--- config.mk ---
export PLATFORM = sky130hd
export DESIGN_NAME = bullet_scheduler
export DESIGN_NICKNAME = d
export VERILOG_FILES = /design/src/rtl/bullet_scheduler.sv
export SDC_FILE = /design/constraint.sdc
export NUM_CORES = 1
export LEC_CHECK = 0
export BUFFER_PORTS_ARGS = -buffer_cell sky130_fd_sc_hd__buf_4
export CAP_MARGIN = 10
export CORE_ASPECT_RATIO = 1.5
export CORE_MARGIN = 5
export CORE_UTILIZATION = 60
export CTS_BUF_LIST = sky130_fd_sc_hd__clkbuf_8
export DETAILED_ROUTE_END_ITERATION = 8
export GPL_TIMING_DRIVEN = 0
export HOLD_SLACK_MARGIN = 0.12
export PLACE_DENSITY = 0.85
export SYNTH_ARGS = -nofsm -noshare
export SYNTH_HDL_FRONTEND = slang
export SYNTH_SLANG_ARGS = --single-unit
--- constraint.sdc ---
create_clock -name pixel_clk -period 3.9 [get_ports pixel_clk]
set_clock_uncertainty 0.1 [all_clocks]
set_input_delay 0.195 -clock pixel_clk [delete_from_list [all_inputs] [get_ports pixel_clk]]
set_output_delay 0.195 -clock pixel_clk [all_outputs]
set_load 0.03 [all_outputs]
--- src/rtl/bullet_scheduler.sv ---
// bullet_scheduler: turns the fire button into at most one launch per frame, round-robin slot allocation, frame cooldown, shot/hit stats.
// Optional ammo gating and reload with `define BULLET_AMMO_EN.
module bullet_scheduler #(
  parameter int NUM_SLOTS       = 4,
  parameter int COOLDOWN_FRAMES = 8,
  parameter int CNT_W           = 16,
  parameter int AMMO_MAX        = 30
) (
  input  logic                 pixel_clk,
  input  logic                 rst,
  input  logic                 fsync,
  input  logic                 fire,
  input  logic                 reload,
  input  logic [NUM_SLOTS-1:0] slot_active,
  input  logic [NUM_SLOTS-1:0] slot_hit,
  output logic [NUM_SLOTS-1:0] slot_launch,
  output logic                 fire_pending,
  output logic                 cooldown_busy,
  output logic                 all_busy,
  output logic [CNT_W-1:0]     shots_fired,
  output logic [CNT_W-1:0]     hits,
  output logic [7:0]           ammo_left
);
  localparam int PW = (NUM_SLOTS > 1) ? $clog2(NUM_SLOTS) : 1;
  typedef enum logic [1:0] {READY, PENDING, COOLDOWN} state_t;
  state_t               r_state;
  logic                 r_sync1, r_sync2, r_edge, r_pending;
  logic [7:0]           r_cd;
  logic [PW-1:0]        r_rr;
  logic [NUM_SLOTS-1:0] r_launch;
  logic [CNT_W-1:0]     r_shots, r_hits;
  logic                 w_rise, w_free, w_launch, w_ammo_ok;
  logic [NUM_SLOTS-1:0] w_rot, w_hv, w_onehot;
  logic [PW-1:0]        w_off, w_sel, w_nxt;
  logic [PW:0]          w_sum;
  logic [CNT_W:0]       w_hsum;
  assign w_rise = r_sync2 & ~r_edge;
  // Rotate so bit 0 is the slot at rr_ptr; the lowest zero is the next free slot.
  assign w_rot = NUM_SLOTS'({slot_active, slot_active} >> r_rr);
  always_comb begin
    w_off  = '0;
    w_free = 1'b0;
    for (int k = NUM_SLOTS - 1; k >= 0; k--)
      if (!w_rot[k]) begin
        w_off  = PW'(k);
        w_free = 1'b1;
      end
  end
  assign w_sum    = {1'b0, r_rr} + {1'b0, w_off};
  assign w_sel    = (w_sum >= NUM_SLOTS[PW:0]) ? PW'(w_sum - NUM_SLOTS[PW:0]) : PW'(w_sum);
  assign w_nxt    = (w_sel == PW'(NUM_SLOTS - 1)) ? '0 : w_sel + 1'b1;
  assign w_onehot = {{(NUM_SLOTS-1){1'b0}}, 1'b1} << w_sel;
  assign w_launch = (r_state == PENDING) & fsync & w_free & w_ammo_ok;
  assign w_hv     = slot_hit & slot_active;
  always_comb begin
    w_hsum = {1'b0, r_hits};
    for (int k = 0; k < NUM_SLOTS; k++)
      w_hsum = w_hsum + {{CNT_W{1'b0}}, w_hv[k]};
  end
  always_ff @(posedge pixel_clk) begin
    if (rst) begin
      r_state   <= READY;
      r_sync1   <= 1'b0;
      r_sync2   <= 1'b0;
      r_edge    <= 1'b0;
      r_pending <= 1'b0;
      r_cd      <= '0;
      r_rr      <= '0;
      r_launch  <= '0;
      r_shots   <= '0;
      r_hits    <= '0;
    end else begin
      r_sync1  <= fire;
      r_sync2  <= r_sync1;
      r_edge   <= r_sync2;
      r_launch <= w_launch ? w_onehot : '0;
      r_hits   <= w_hsum[CNT_W] ? '1 : w_hsum[CNT_W-1:0];
      if (w_launch) begin
        r_rr    <= w_nxt;
        r_shots <= r_shots + {{(CNT_W-1){1'b0}}, ~&r_shots};
      end
      case (r_state)
        READY: if (w_rise) begin
          r_state   <= PENDING;
          r_pending <= 1'b1;
        end
        PENDING: if (w_launch) begin
          r_pending <= w_rise;
          r_cd      <= 8'(COOLDOWN_FRAMES);
          r_state   <= (COOLDOWN_FRAMES != 0) ? COOLDOWN : w_rise ? PENDING : READY;
        end
        COOLDOWN: begin
          if (w_rise) r_pending <= 1'b1;
          if (fsync) begin
            r_cd <= r_cd - 1'b1;
            if (r_cd <= 8'd1) r_state <= (r_pending | w_rise) ? PENDING : READY;
          end
        end
        default: r_state <= READY;
      endcase
    end
  end
`ifdef BULLET_AMMO_EN
  logic [7:0] r_ammo;
  // Reload outranks a coinciding launch.
  always_ff @(posedge pixel_clk) begin
    if (rst || reload) r_ammo <= 8'(AMMO_MAX);
    else if (w_launch) r_ammo <= r_ammo - 1'b1;
  end
  assign w_ammo_ok = |r_ammo;
  assign ammo_left = r_ammo;
`else
  logic w_unused;
  assign w_unused  = ^{reload, AMMO_MAX[7:0]};
  assign w_ammo_ok = 1'b1;
  assign ammo_left = 8'hFF;
`endif
  assign slot_launch   = r_launch;
  assign fire_pending  = r_pending;
  assign cooldown_busy = |r_cd;
  assign all_busy      = &slot_active;
  assign shots_fired   = r_shots;
  assign hits          = r_hits;
endmodule

# [After elaboration in Yosys (flattened, before gate mapping)]
# Index checks and enable logic that the tools add are counted.
# Widths: inputs -> output; s select.
[totals] elab_cells=73 output_inout_bits=47 regBits=52 in_bits=13
[op_classes] n_eq_ne=8 shifts=2 n_reduce_logical=12 addsub=9 bitwise_logic=7 n_mux=23 n_lt_le_gt_ge=2
[op_table] op="$add 17x1->17" n=3
[op_table] op="$mux 2" n=10
[op_table] op="$add 16x1->17" n=1
[op_table] op="$add 16x1->16" n=1
[op_table] op="$mux 16" n=1
[op_table] op="$mux 8" n=2
[op_table] op="$pmux 8 s2" n=1
[op_table] op="$reduce_and 16->1" n=1
[op_table] op="$le 8x1->1 const B" n=1
[op_table] op="$ne 2x2->1 const B" n=4
[op_table] op="$reduce_and 4->1" n=2
[op_table] op="$reduce_or 8->1" n=1
[op_table] op="$shr 8x2->4" n=1
[op_table] op="$sub 8x1->8 const B" n=1
[op_table] op="$mux 1" n=7
[op_table] op="$pmux 2 s3" n=1
[op_table] op="$reduce_and 3->1" n=2
[op_table] op="$and 4x4->4" n=1
[op_table] op="$eq 2x2->1 const B" n=2
[op_table] op="$reduce_bool 2->1" n=2
[op_table] op="$reduce_or 2->1" n=2
[op_table] op="$shl 1x2->4 const A" n=1
[op_table] op="$add 2x2->3" n=1
[op_table] op="$and 1x1->1" n=3
[op_table] op="10 further kinds" n=11

# [Longest topological paths before layout]
# Gate-level depths: netlist of run 1.
[depth] word_depth=10 mapped_depth=11 ltp_nobuf=10

# [Worst setup path before layout of run 1]
# OpenSTA, ideal clock, no wires.
[synth_path] path_kind="reg-to-reg" startpoint="register r_hits[0] (netlist: hits[0])" endpoint="register r_hits[5] (netlist: hits[5])" setup_slack_ns=1.144 stages_incl_launch_ff=10 path_buffers=1 setup_time_ns=0.071 t_arrival_ns=2.585 synth_period_minus_slack_ns=2.756 cell_sequence="dfxtp_1 inv_1 fa_1 fa_1 inv_1 fa_1 nand2_1 or3_4 buf_2 a21oi_1"
[synth_between] elab_chain_cells=5
[synth_lines] element="start: declaration" line_no="31" source="logic [CNT_W-1:0] r_shots, r_hits;"
[synth_lines] element="start signal: assignment" line_no="77" source="r_hits <= w_hsum[CNT_W] ? '1 : w_hsum[CNT_W-1:0];"
[synth_lines] element="$add 16x1->17" line_no="58" source="w_hsum = w_hsum + {{CNT_W{1'b0}}, w_hv[k]};"
[synth_lines] element="$add 17x1->17 (3 in series)" line_no="58"
[synth_lines] element="$mux 16" line_no="77"
# Every way passes these cells.
# A chain may end at the register's enable or synchronous reset.

# [Worst setup path after layout of run 1]
[layout_path] startpoint="register r_rr[0]" endpoint="register r_rr[1]"
[layout_between] elab_chain_cells=10
[layout_lines] element="start: declaration" line_no="29" source="logic [PW-1:0] r_rr;"
[layout_lines] element="start signal: assignment" line_no="79" source="r_rr <= w_nxt;"
[layout_lines] element="$shr 8x2->4" line_no="39" source="assign w_rot = NUM_SLOTS'({slot_active, slot_active} >> r_rr);"
[layout_lines] element="$mux 2 (4 in series)" line_no="44" source="if (!w_rot[k]) begin"
[layout_lines] element="$add 2x2->3 *" line_no="49" source="assign w_sum = {1'b0, r_rr} + {1'b0, w_off};"
[layout_lines] element="$ge 3x3->1 or $sub 2x1->2 (tied branches)" line_no="50" source="assign w_sel = (w_sum >= NUM_SLOTS[PW:0]) ? PW'(w_sum - NUM_SLOTS[PW:0]) : PW'(w_sum);"
[layout_lines] element="$mux 2 *" line_no="50"
[layout_lines] element="via w_sel[0]" line_no="34" source="logic [PW-1:0] w_off, w_sel, w_nxt;"
[layout_lines] element="$add 2x1->2 or $eq 2x2->1 (tied branches)" line_no="51" source="assign w_nxt = (w_sel == PW'(NUM_SLOTS - 1)) ? '0 : w_sel + 1'b1;"
[layout_lines] element="$mux 2 *" line_no="51"
# The timed path passes the listed nets; every way through them passes the cells marked *.

==> results.md, run 1 <==
* Critical path startpoint category: flop
* PD cells at around 350 nW/um2
* Maxcap violations at 0
* Placed cell count at 410
* Hold Crit Depth at 3
* Fmax achieved at 365 MHz
* DR WL/cell at roughly 13 um
* Area Growth Syn to Fin at 19.7%
* Critical Path Fanout Max at 9
* Worst path required time at about 4 ns
* Worst min-delay path category: primary input to flop
* Reg-to-reg startpoint: r_rr[0]$_SDFFE_PP0P_
* Fin cells at 419
* Number of buffers added for setup after CTS at 0
* Logic pwr share at 0.200
* Most common cell after layout, fill and taps aside: buf_4
* R2R depth at 10
* Clock transition at path regs at 0.09 ns
* Initial Utilization at 0.623
* Min Hold Slack at about 0.14 ns
* Net Sw Frac at 0.288
* Full die area at a little under 6000 um2
* Commonest cells after routing, fill and taps aside: buf_4, dfxtp_1, nand2_1
* Setup slack, reg-to-reg at ~1.2 ns
* Type of the worst setup path: flop to flop
* Final max-slew violation count at 0
* Mean Syn Cell Area at 8.47 um2
* Initial antenna violation count at 0
* Area leader, netlist: dfxtp_1
* TNS Setup at 0 ns
* CP cell instances: clkbuf_1 > nand2b_1 > o22ai_1 > o21ai_0 > o211ai_1 > ha_1 > xnor2_1 > or3_1 > a21oi_1 > mux2_1
* Vias in the first global route at 2,229
* Area contributors post-synth: dfxtp_1, xor2_1, a21oi_1
* CTS resizes at 0
* Largest net degree at the start of global routing at 15
* RSZ-0062 raised after global routing: no
* Post-synthesis async set-or-reset flop share at 0
* Count of input and output buffers at 45
* Crit path capture type: flop
* H-tree Lvls at 2
* DR iter-0 viols at 57
* Longest Clk Path Bufs at 2
* Yosys synthesis warning count at 0
* Die Y at 91.3 um
* All-layer global routing usage at 0.193
* Psw at 0.000315 W
* Final min period at 2.74 ns
* Post-route DRC at 0
* Worst-Skew Late Latency at 0.30 ns
* DRT antenna net count at 0
* Row Count at 29
* Slew @ Worst Pin at 0.500 ns
* Seq/Total Area, Yosys at 0.394
* Max incr delay on CP at 0.38 ns
* Post-synth EDFFs at 0
* DR vias/cell at 5.53
* Final hold vios at 0
* # nets final at 394
* Number of register bits inferred by synthesis at 52
* Dpl hpwl at 4210 um
* Post-CTS Hold Buffers at 1
* Cell area after synthesis at 2640 um2
* Max-slew headroom at 0.667
* Worst Path Arrival at ~2.8 ns
* Routed wire length at 5550 um
* Clock buffer count from CTS at 5
* Placeable Area at 4250 um2
* Post-Synthesis Cells at 312
* Hold path endpoint: slot_launch[2]$_SDFF_PP0_
* Yosys top cell area share at 0.394
* Pint at 0.000780 W
* Finish-stage setup viols at 0
* Layout cells sized above 1 at 0.196
* First-pass GRT wire length at 9490 um
* Drt pass-1 iters at 4
* Clk sinks at 52
* Antenna diodes at 0
* Worst flop-to-flop path endpoint: r_rr[1]$_SDFFE_PP0P_
* CTS tree: yes
* Clock root buffer: clkbuf_8
* Leakage at roughly 1.3 nW
* Die W at roughly 64 um
* Ports at 60
* Max IR drop VDD at 0.266 mV
* Top FF cell, synth: dfxtp_1
* Overflow after GRT at 0
* Placer Congestion at 0.829
* Outcome: finished clean
* Tcrit/Tclk final at 0.703
* Clk pwr share at 0.279
* Post-synth cell types at 47
* Min-Delay Startpoint: fsync
* Flop pwr share at 0.521
* Via count at around 2.3k
* Worst path slowest cell: ha_1
==> metrics by stage <==
step,area (um2),total power (W),util,worst slack (ns)
after floorplan,2670,0.000744,-,1.14
after global placement,3070,0.000796,0.722,1.01
after detailed placement,3070,0.000803,0.722,0.982
after CTS,3170,0.00110,0.746,1.15
after global routing,3170,0.00116,0.746,1.02
final,3170,0.00110,0.746,1.16
==> state kept, by name (all words and copies together), names as in the netlist <==
name and count:
fire_pending 1, slot_launch 4, r_sync2 1, r_sync1 1, r_state 2, shots_fired 16
hits 16, r_cd 8, r_edge 1, r_rr 2
==> synthesized netlist by cell type (6+ instances only) <==
master / number
dfxtp_1: 52
nand2_1: 34
nor2_1: 31
a21oi_1: 26
xor2_1: 19
nand3_1: 17
xnor2_1: 12
clkbuf_1: 10
buf_4: 9
nor2b_1: 8
inv_1: 7
nand4_1: 7
nor3_1: 7
ha_1: 6
o21ai_0: 6
==> power groups by stage <==
stage | Sequential, W | Clock [W] | Combinational [W]
2_1_floorplan | 0.000601 | 0 | 0.000144
3_3_place_gp | 0.000582 | 0 | 0.000214
3_5_place_dp | 0.000583 | 0 | 0.000220
4_1_cts | 0.000571 | 0.000311 | 0.000221
5_1_grt | 0.000574 | 0.000338 | 0.000244
6_report | 0.000571 | 0.000305 | 0.000219
==> cells by family after synthesis <==
kind of cell | share of synthesized area
AOI/OAI and AO/OA | 0.109
xor gates and xnor gates | 0.103
adders and majority gates | 0.0511
buffers and inverters | 0.0592
DFF | 0.394
muxes | 0.0118
other | 0.00142
and+or+nand+nor | 0.271
==> critical path, delay by kind of cell (launching register included) <==
family          cells  cell delay, ns
fa+ha+maj           1            0.38
simple gates        2            0.49
buf+inv             1            0.27
mux                 1            0.34
xor+xnor            1            0.16
compound gates      4            0.55
flops               1            0.34
==> routing by layer <==
metal,GRT usage,part of all wire,up-vias
li1,-,-,1166
met1,0.211,0.41,1083
met2,0.351,0.52,53
met3,0.0457,0.049,13
met4,0.0764,0.021,0
met5,0,0,-
==> layout make-up <==
cell class	count	area (um2)
Clock inverter	2	7.51
Sequential cell	52	1040
Fill cell	335	1080
Inverter	7	26.3
Multi-Input combinational cell	236	1470
Timing Repair Buffer	46	348
Clock buffer	6	82.6
Buffer	24	130
Tap cell	46	57.6
==> how the worst max path moves through the flow <==
stage	from	end	depth (start not counted)
final	r_rr[0]$_SDFFE_PP0P_	r_rr[1]$_SDFFE_PP0P_	10
after global routing	r_rr[0]$_SDFFE_PP0P_	r_rr[1]$_SDFFE_PP0P_	10
after CTS	hits[0]$_SDFF_PP0_	hits[13]$_SDFF_PP0_	9
after detailed placement	slot_active[0]	hits[10]$_SDFF_PP0_	10
after global placement	slot_active[0]	hits[11]$_SDFF_PP0_	10
after floorplan	hits[0]$_SDFF_PP0_	hits[5]$_SDFF_PP0_	9
(Power assumes the default switching activity.)
==> run 2, diff against run 1 <==
Settings changed: CORE_UTILIZATION 60 to 56, PLACE_DENSITY 0.85 to 0.8.
Clock period 3.9 ns to 2.8 ns, I/O delays scaled along.
==> run 2 against run 1 <==
Effect of this change:
- routed wire length rose by 4.0%
- sequential share of layout area is 0.69 points lower
- flip-flop and latch count is the same
- largest cell class unchanged
- largest power group unchanged
==> results.md, run 2 (same netlist as run 1, synthesis figures left out) <==
* CTS tree: yes
* Commonest cells after routing, fill and taps aside: buf_4, dfxtp_1, nand2_1
* Slew @ Worst Pin at 0.506 ns (+0.00561 ns)
* Worst Path Arrival at 2.69 ns (-0.14 ns)
* Fin cells at 436 (+4.1%)
* Finished Cell Area at 3240 um2 (+2.3%)
* First-pass GRT wire length at 10,000 um (+5.5%)
* Reg-to-reg startpoint: r_rr[0]$_SDFFE_PP0P_
* H-tree Lvls at 2 (unchanged)
* Initial antenna violation count at 0 (unchanged)
* Placeable Area at 4540 um2 (+7.0%)
* Final hold vios at 0 (unchanged)
* Worst path slowest cell: ha_1
* Buf/Inv on CP at 1 (unchanged)
* RSZ-0062 raised after global routing: no
* Min-Delay Startpoint: slot_hit[1]
* All-layer global routing usage at 0.200 (+0.00642)
* Antenna diodes at 0 (unchanged)
* Final max-slew violation count at 0 (unchanged)
* Clk sinks at 52 (unchanged)
* Vias in the first global route at 2,232 (+0.13%)
* Dpl hpwl at 4330 um (+2.9%)
* # nets final at 394 (unchanged)
* Worst-Skew Late Latency at 0.30 ns (about the same)
* Final min period at 2.60 ns (-0.140 ns)
* Min Hold Slack at 0.173 ns (+0.0368 ns)
* Routed wire length at 5770 um (+4.0%)
* Overflow after GRT at 0 (unchanged)
* Outcome: finished clean
* Clock buffer count from CTS at 5 (unchanged)
* Row Count at 30 (+3.4%)
* Clock transition at path regs at 0.09 ns (about the same)
* Leakage at 1.33 nW (+1.1%)
* Placed instance area at 3090 um2 (+0.73%)
* Tcrit/Tclk final at 0.929 (+0.226)
* DR vias/cell at 5.33 (-3.5%)
* Count of input and output buffers at 45 (unchanged)
* Max IR drop VDD at 0.303 mV (+14%)
* Setup slack, reg-to-reg at 0.20 ns (-0.96 ns)
* Via count at 2,324 (+0.39%)
* Critical Path Fanout Max at 9 (unchanged)
* Most common cell after layout, fill and taps aside: buf_4
* PD cells at 524 nW/um2 (+52%)
* Drt pass-1 iters at 5 (+1)
* Crit path capture type: flop
* Ports at 60 (unchanged)
* CP cell instances: clkbuf_2 > nand2b_1 > o22ai_1 > o21ai_0 > o211ai_1 > ha_1 > xnor2_1 > or3_1 > a21oi_1 > mux2_1
* Area Growth Syn to Fin at 22.4%
* Worst path required time at 2.89 ns (-1.10 ns)
* DR iter-0 viols at 132 (+130%)
* R2R depth at 10 (unchanged)
* Max-slew headroom at 0.663 (-0.00374)
* Die Y at 94.2 um (+3.1%)
* Number of buffers added for setup after CTS at 0 (unchanged)
* Maxcap violations at 0 (unchanged)
* Fmax achieved at 385 MHz (+5.4%)
* Longest Clk Path Bufs at 2 (unchanged)
* Finish-stage setup viols at 0 (unchanged)
* Initial Utilization at 0.582 (-0.0407)
* Placer Congestion at 0.804 (-3.0%)
* Hold Crit Depth at 4 (+1)
* Full die area at 6220 um2 (+6.2%)
* Largest net degree at the start of global routing at 16 (+1)
* Max incr delay on CP at 0.36 ns (-0.02 ns)
* Layout cells sized above 1 at 0.204 (+0.00859)
* DRT antenna net count at 0 (unchanged)
* Worst min-delay path category: primary input to flop
* Type of the worst setup path: flop to flop
* CP delay by family, top: compound AO/OA/AOI/OAI gates
* Post-route DRC at 0 (unchanged)
* Placed cell count at 428 (+4.4%)
* Post-layout util at 0.713 (-0.0330)
* DR WL/cell at 13.2 um (about the same)
* Die W at 66.1 um (+3.0%)
* Clock root buffer: clkbuf_8
* Critical path startpoint: r_rr[0]$_SDFFE_PP0P_
* Stages on the worst setup path at 10 (unchanged)
* Critical path startpoint category: flop
## run 2: cell type report
type | count | area (um2)
fillers | 363 | 1310
clock buffers | 5 | 68.8
well taps | 64 | 80.1
clock inverters | 2 | 60.1
inverters | 7 | 26.3
multi-input cells | 236 | 1480
plain buffers | 23 | 126
repair buffers | 47 | 358
flip-flops and latches | 52 | 1040
## run 2: path summary, 6_finish.rpt
path | to
min | hits[0]$_SDFF_PP0_
max reg2reg | r_rr[1]$_SDFFE_PP0P_
min reg2reg | r_sync2$_SDFF_PP0_
max | r_rr[1]$_SDFFE_PP0P_
## run 2: worst min-delay path: cells and delay by family
kind	cells	cell delay (ns)
AO/OA/AOI/OAI	1	0.06
buffers and inverters	1	0.10
adder cells (fa/ha/maj)	1	0.16
AND/OR/NAND/NOR	1	0.07
## run 2: power by group
group | internal (W) | leakage, nW | total [W] | switching, W
Combinational | 0.000127 | 0.847 | 0.000312 | 0.000185
Sequential | 0.000767 | 0.421 | 0.000796 | 0.0000285
Clock | 0.000352 | 0.0642 | 0.000590 | 0.000239
## run 2: timing repair
action	in CTS	in global routing
hold buffers	2	0
setup endpoints to repair	0	13
gates resized for setup	0	4
endpoints found under the hold margin	4	0
## run 2: metal layers
metal | vias to the layer above | wire length (um) | track usage
met2 | 61 | 3050 | 0.350
met4 | 0 | 161 | 0.0898
met5 | - | 0 | 0
li1 | 1170 | - | -
met1 | 1076 | 2290 | 0.228
met3 | 17 | 272 | 0.0395
## run 2: stage by stage
step	setup TNS (ns)	setup slack (ns)	power [W]
final	0	0.199	0.00170
after global routing	0	0.0212	0.00177
after CTS	0	0.0569	0.00170
after detailed placement	-0.657	-0.0897	0.00112
after global placement	-0.416	-0.0452	0.00111
after floorplan	0	0.0440	0.00104
==> run 3, diff against run 2 <==
Settings changed: CORE_UTILIZATION 56 to 50, PLACE_DENSITY 0.8 to 0.73.
Clock period 2.8 ns to 3.4 ns, I/O delays scaled along.
==> run 3 against run 2 <==
Effect of this change:
- largest power group unchanged
- critical path type unchanged
- first-iteration DRC count shrank 45%
- flip-flop and latch count did not move
- global-route usage is 3.4 points lower
- largest cell class unchanged
==> results.md, run 3 (same netlist as run 1, synthesis figures left out) <==
* Clk sinks at 52 (unchanged)
* DR vias/cell at 5.16 (-3.2%)
* Initial antenna violation count at 0 (unchanged)
* CP cell instances: inv_1 > fa_1 > fa_1 > inv_1 > fa_1 > nand2_1 > or3_4 > buf_2 > a21oi_1
* Ports at 60 (unchanged)
* H-tree Lvls at 2 (unchanged)
* Final WS setup at 0.657 ns (+0.458 ns)
* Clock transition at path regs at 0.10 ns (about the same)
* Placeable Area at 5120 um2 (+13%)
* Pre-CTS setup slack at 0.478 ns (+0.568 ns)
* Max IR drop VDD at 0.315 mV (+4.1%)
* Maxcap violations at 0 (unchanged)
* Placer Congestion at 0.825 (+2.6%)
* Type of the worst setup path: flop to flop
* Overflow after GRT at 0 (unchanged)
* R2R depth at 9 (-1)
* Layout cells sized above 1 at 0.198 (-0.00644)
* Multi-input logic area at 1470 um2 (-0.17%)
* Dpl hpwl at 4210 um (-2.8%)
* Clock root buffer: clkbuf_8
* Finish-stage setup viols at 0 (unchanged)
* Outcome: finished clean
* Min-Delay Startpoint: rst
* Commonest cells after routing, fill and taps aside: buf_4, dfxtp_1, nand2_1
* Final hold vios at 0 (unchanged)
* Layout fillers at 493 (+36%)
* TNS Setup at 0 ns (unchanged)
* Worst path slowest cell: fa_1
* DRT antenna net count at 0 (unchanged)
* Largest net degree at the start of global routing at 16 (unchanged)
* Fin cells at 442 (+1.4%)
* All-layer global routing usage at 0.166 (-0.0336)
* Reg-to-reg startpoint: hits[0]$_SDFF_PP0_
* Initial Utilization at 0.516 (-0.0662)
* Worst-Skew Late Latency at 0.31 ns (about the same)
* CP delay by family, top: adder cells
* Row Count at 32 (+6.7%)
* # nets final at 395 (+0.25%)
* Die Y at 99.1 um (+5.2%)
* Critical Path Fanout Max at 10 (+1)
* Final min period at 2.74 ns (+0.142 ns)
* Slew @ Worst Pin at 0.601 ns (+0.0951 ns)
* CTS tree: yes
* Routed wire length at 5600 um (-3.0%)
* Most common cell after layout, fill and taps aside: buf_4
* RSZ-0062 raised after global routing: no
* PD cells at 411 nW/um2 (-22%)
* Hold Crit Depth at 3 (-1)
* Buf/Inv on CP at 3 (+2)
* Worst Path Arrival at 2.88 ns (+0.19 ns)
* Number of buffers added for setup after CTS at 0 (unchanged)
* Worst path required time at 3.53 ns (+0.64 ns)
* Tcrit/Tclk final at 0.807 (-0.122)
* DR WL/cell at 12.7 um (-4.3%)
* Seq. cell area at 1040 um2 (-0.12%)
* Longest Clk Path Bufs at 2 (unchanged)
* Area Growth Syn to Fin at 21.8%
* Placed cell count at 432 (+0.93%)
* Fmax achieved at 365 MHz (-5.2%)
* Crit path capture type: flop
* Drt pass-1 iters at 4 (-1)
* Count of input and output buffers at 45 (unchanged)
* Vias in the first global route at 2,166 (-3.0%)
* DR iter-0 viols at 73 (-45%)
* Critical path startpoint category: flop
* Antenna diodes at 0 (unchanged)
* Most frequent CP cell: fa_1
* Final max-slew violation count at 0 (unchanged)
* Stages on the worst setup path at 9 (-1)
* Critical path startpoint: hits[0]$_SDFF_PP0_
* Leakage at 1.33 nW (-0.36%)
* Die W at 69.4 um (+4.9%)
* Clock buffer count from CTS at 5 (unchanged)
* Post-route DRC at 0 (unchanged)
* Worst min-delay path category: primary input to flop
* Full die area at 6870 um2 (+10%)
* Max-slew headroom at 0.599 (-0.0634)
* Post-layout util at 0.628 (-0.0843)
* First-pass GRT wire length at 9490 um (-5.2%)
* Max incr delay on CP at 0.50 ns (+0.14 ns)
* Via count at 2,281 (-1.9%)
-- run 3: changes by cell type in the layout (fill, tap and decap cells not counted), sizes merged --
cell / before / now
buf: 58 / 59
inv: 7 / 8
clkinv: 0 / 1
bufinv: 2 / 1
-- run 3: metrics by stage --
step	total power [W]	hold WS [ns]	area [um2]
6_report	0.00132	0.148	3220
5_1_grt	0.00139	0.183	3220
4_1_cts	0.00134	0.144	3220
3_5_place_dp	0.000920	0.286	3090
3_3_place_gp	0.000916	0.285	3090
2_1_floorplan	0.000854	0.198	2670
-- run 3: worst min-delay path: stages --
cell      delay, ns
clkbuf_1       0.13
nor2_1         0.10
mux2_1         0.12
-- run 3: path summary, 6_finish.rpt --
path,to,slack [ns]
worst min-delay path,r_rr[1]$_SDFFE_PP0P_,0.15
worst max-delay path,hits[7]$_SDFF_PP0_,0.66
worst min register to register,r_sync2$_SDFF_PP0_,0.37
worst max register to register,hits[7]$_SDFF_PP0_,0.66
-- run 3: per-layer routing --
layer | global-route usage | share of wire | up-vias
li1 | - | - | 1174
met1 | 0.180 | 0.41 | 1069
met2 | 0.315 | 0.54 | 32
met3 | 0.0347 | 0.033 | 6
met4 | 0.0556 | 0.015 | 0
met5 | 0 | 0 | -
-- run 3: final cells by class --
class	instances	share of cell area
multi-input combinational	236	0.457
sequential	52	0.323
timing repair buffer	47	0.111
buffer	24	0.0404
tap	68	0.0264
clock buffer	5	0.0214
clock inverter	3	0.0120
inverter	7	0.00816
-- run 3: what timing repair did --
action	in CTS	in global routing
hold buffers	2	0
endpoints found under the setup margin	0	0
gates resized for setup	0	0
hold endpoints to repair	3	0
-- run 3: power breakdown --
part | switching (W) | internal, W
combinational | 0.000149 | 0.000103
clock | 0.000200 | 0.000216
sequential | 0.0000229 | 0.000632
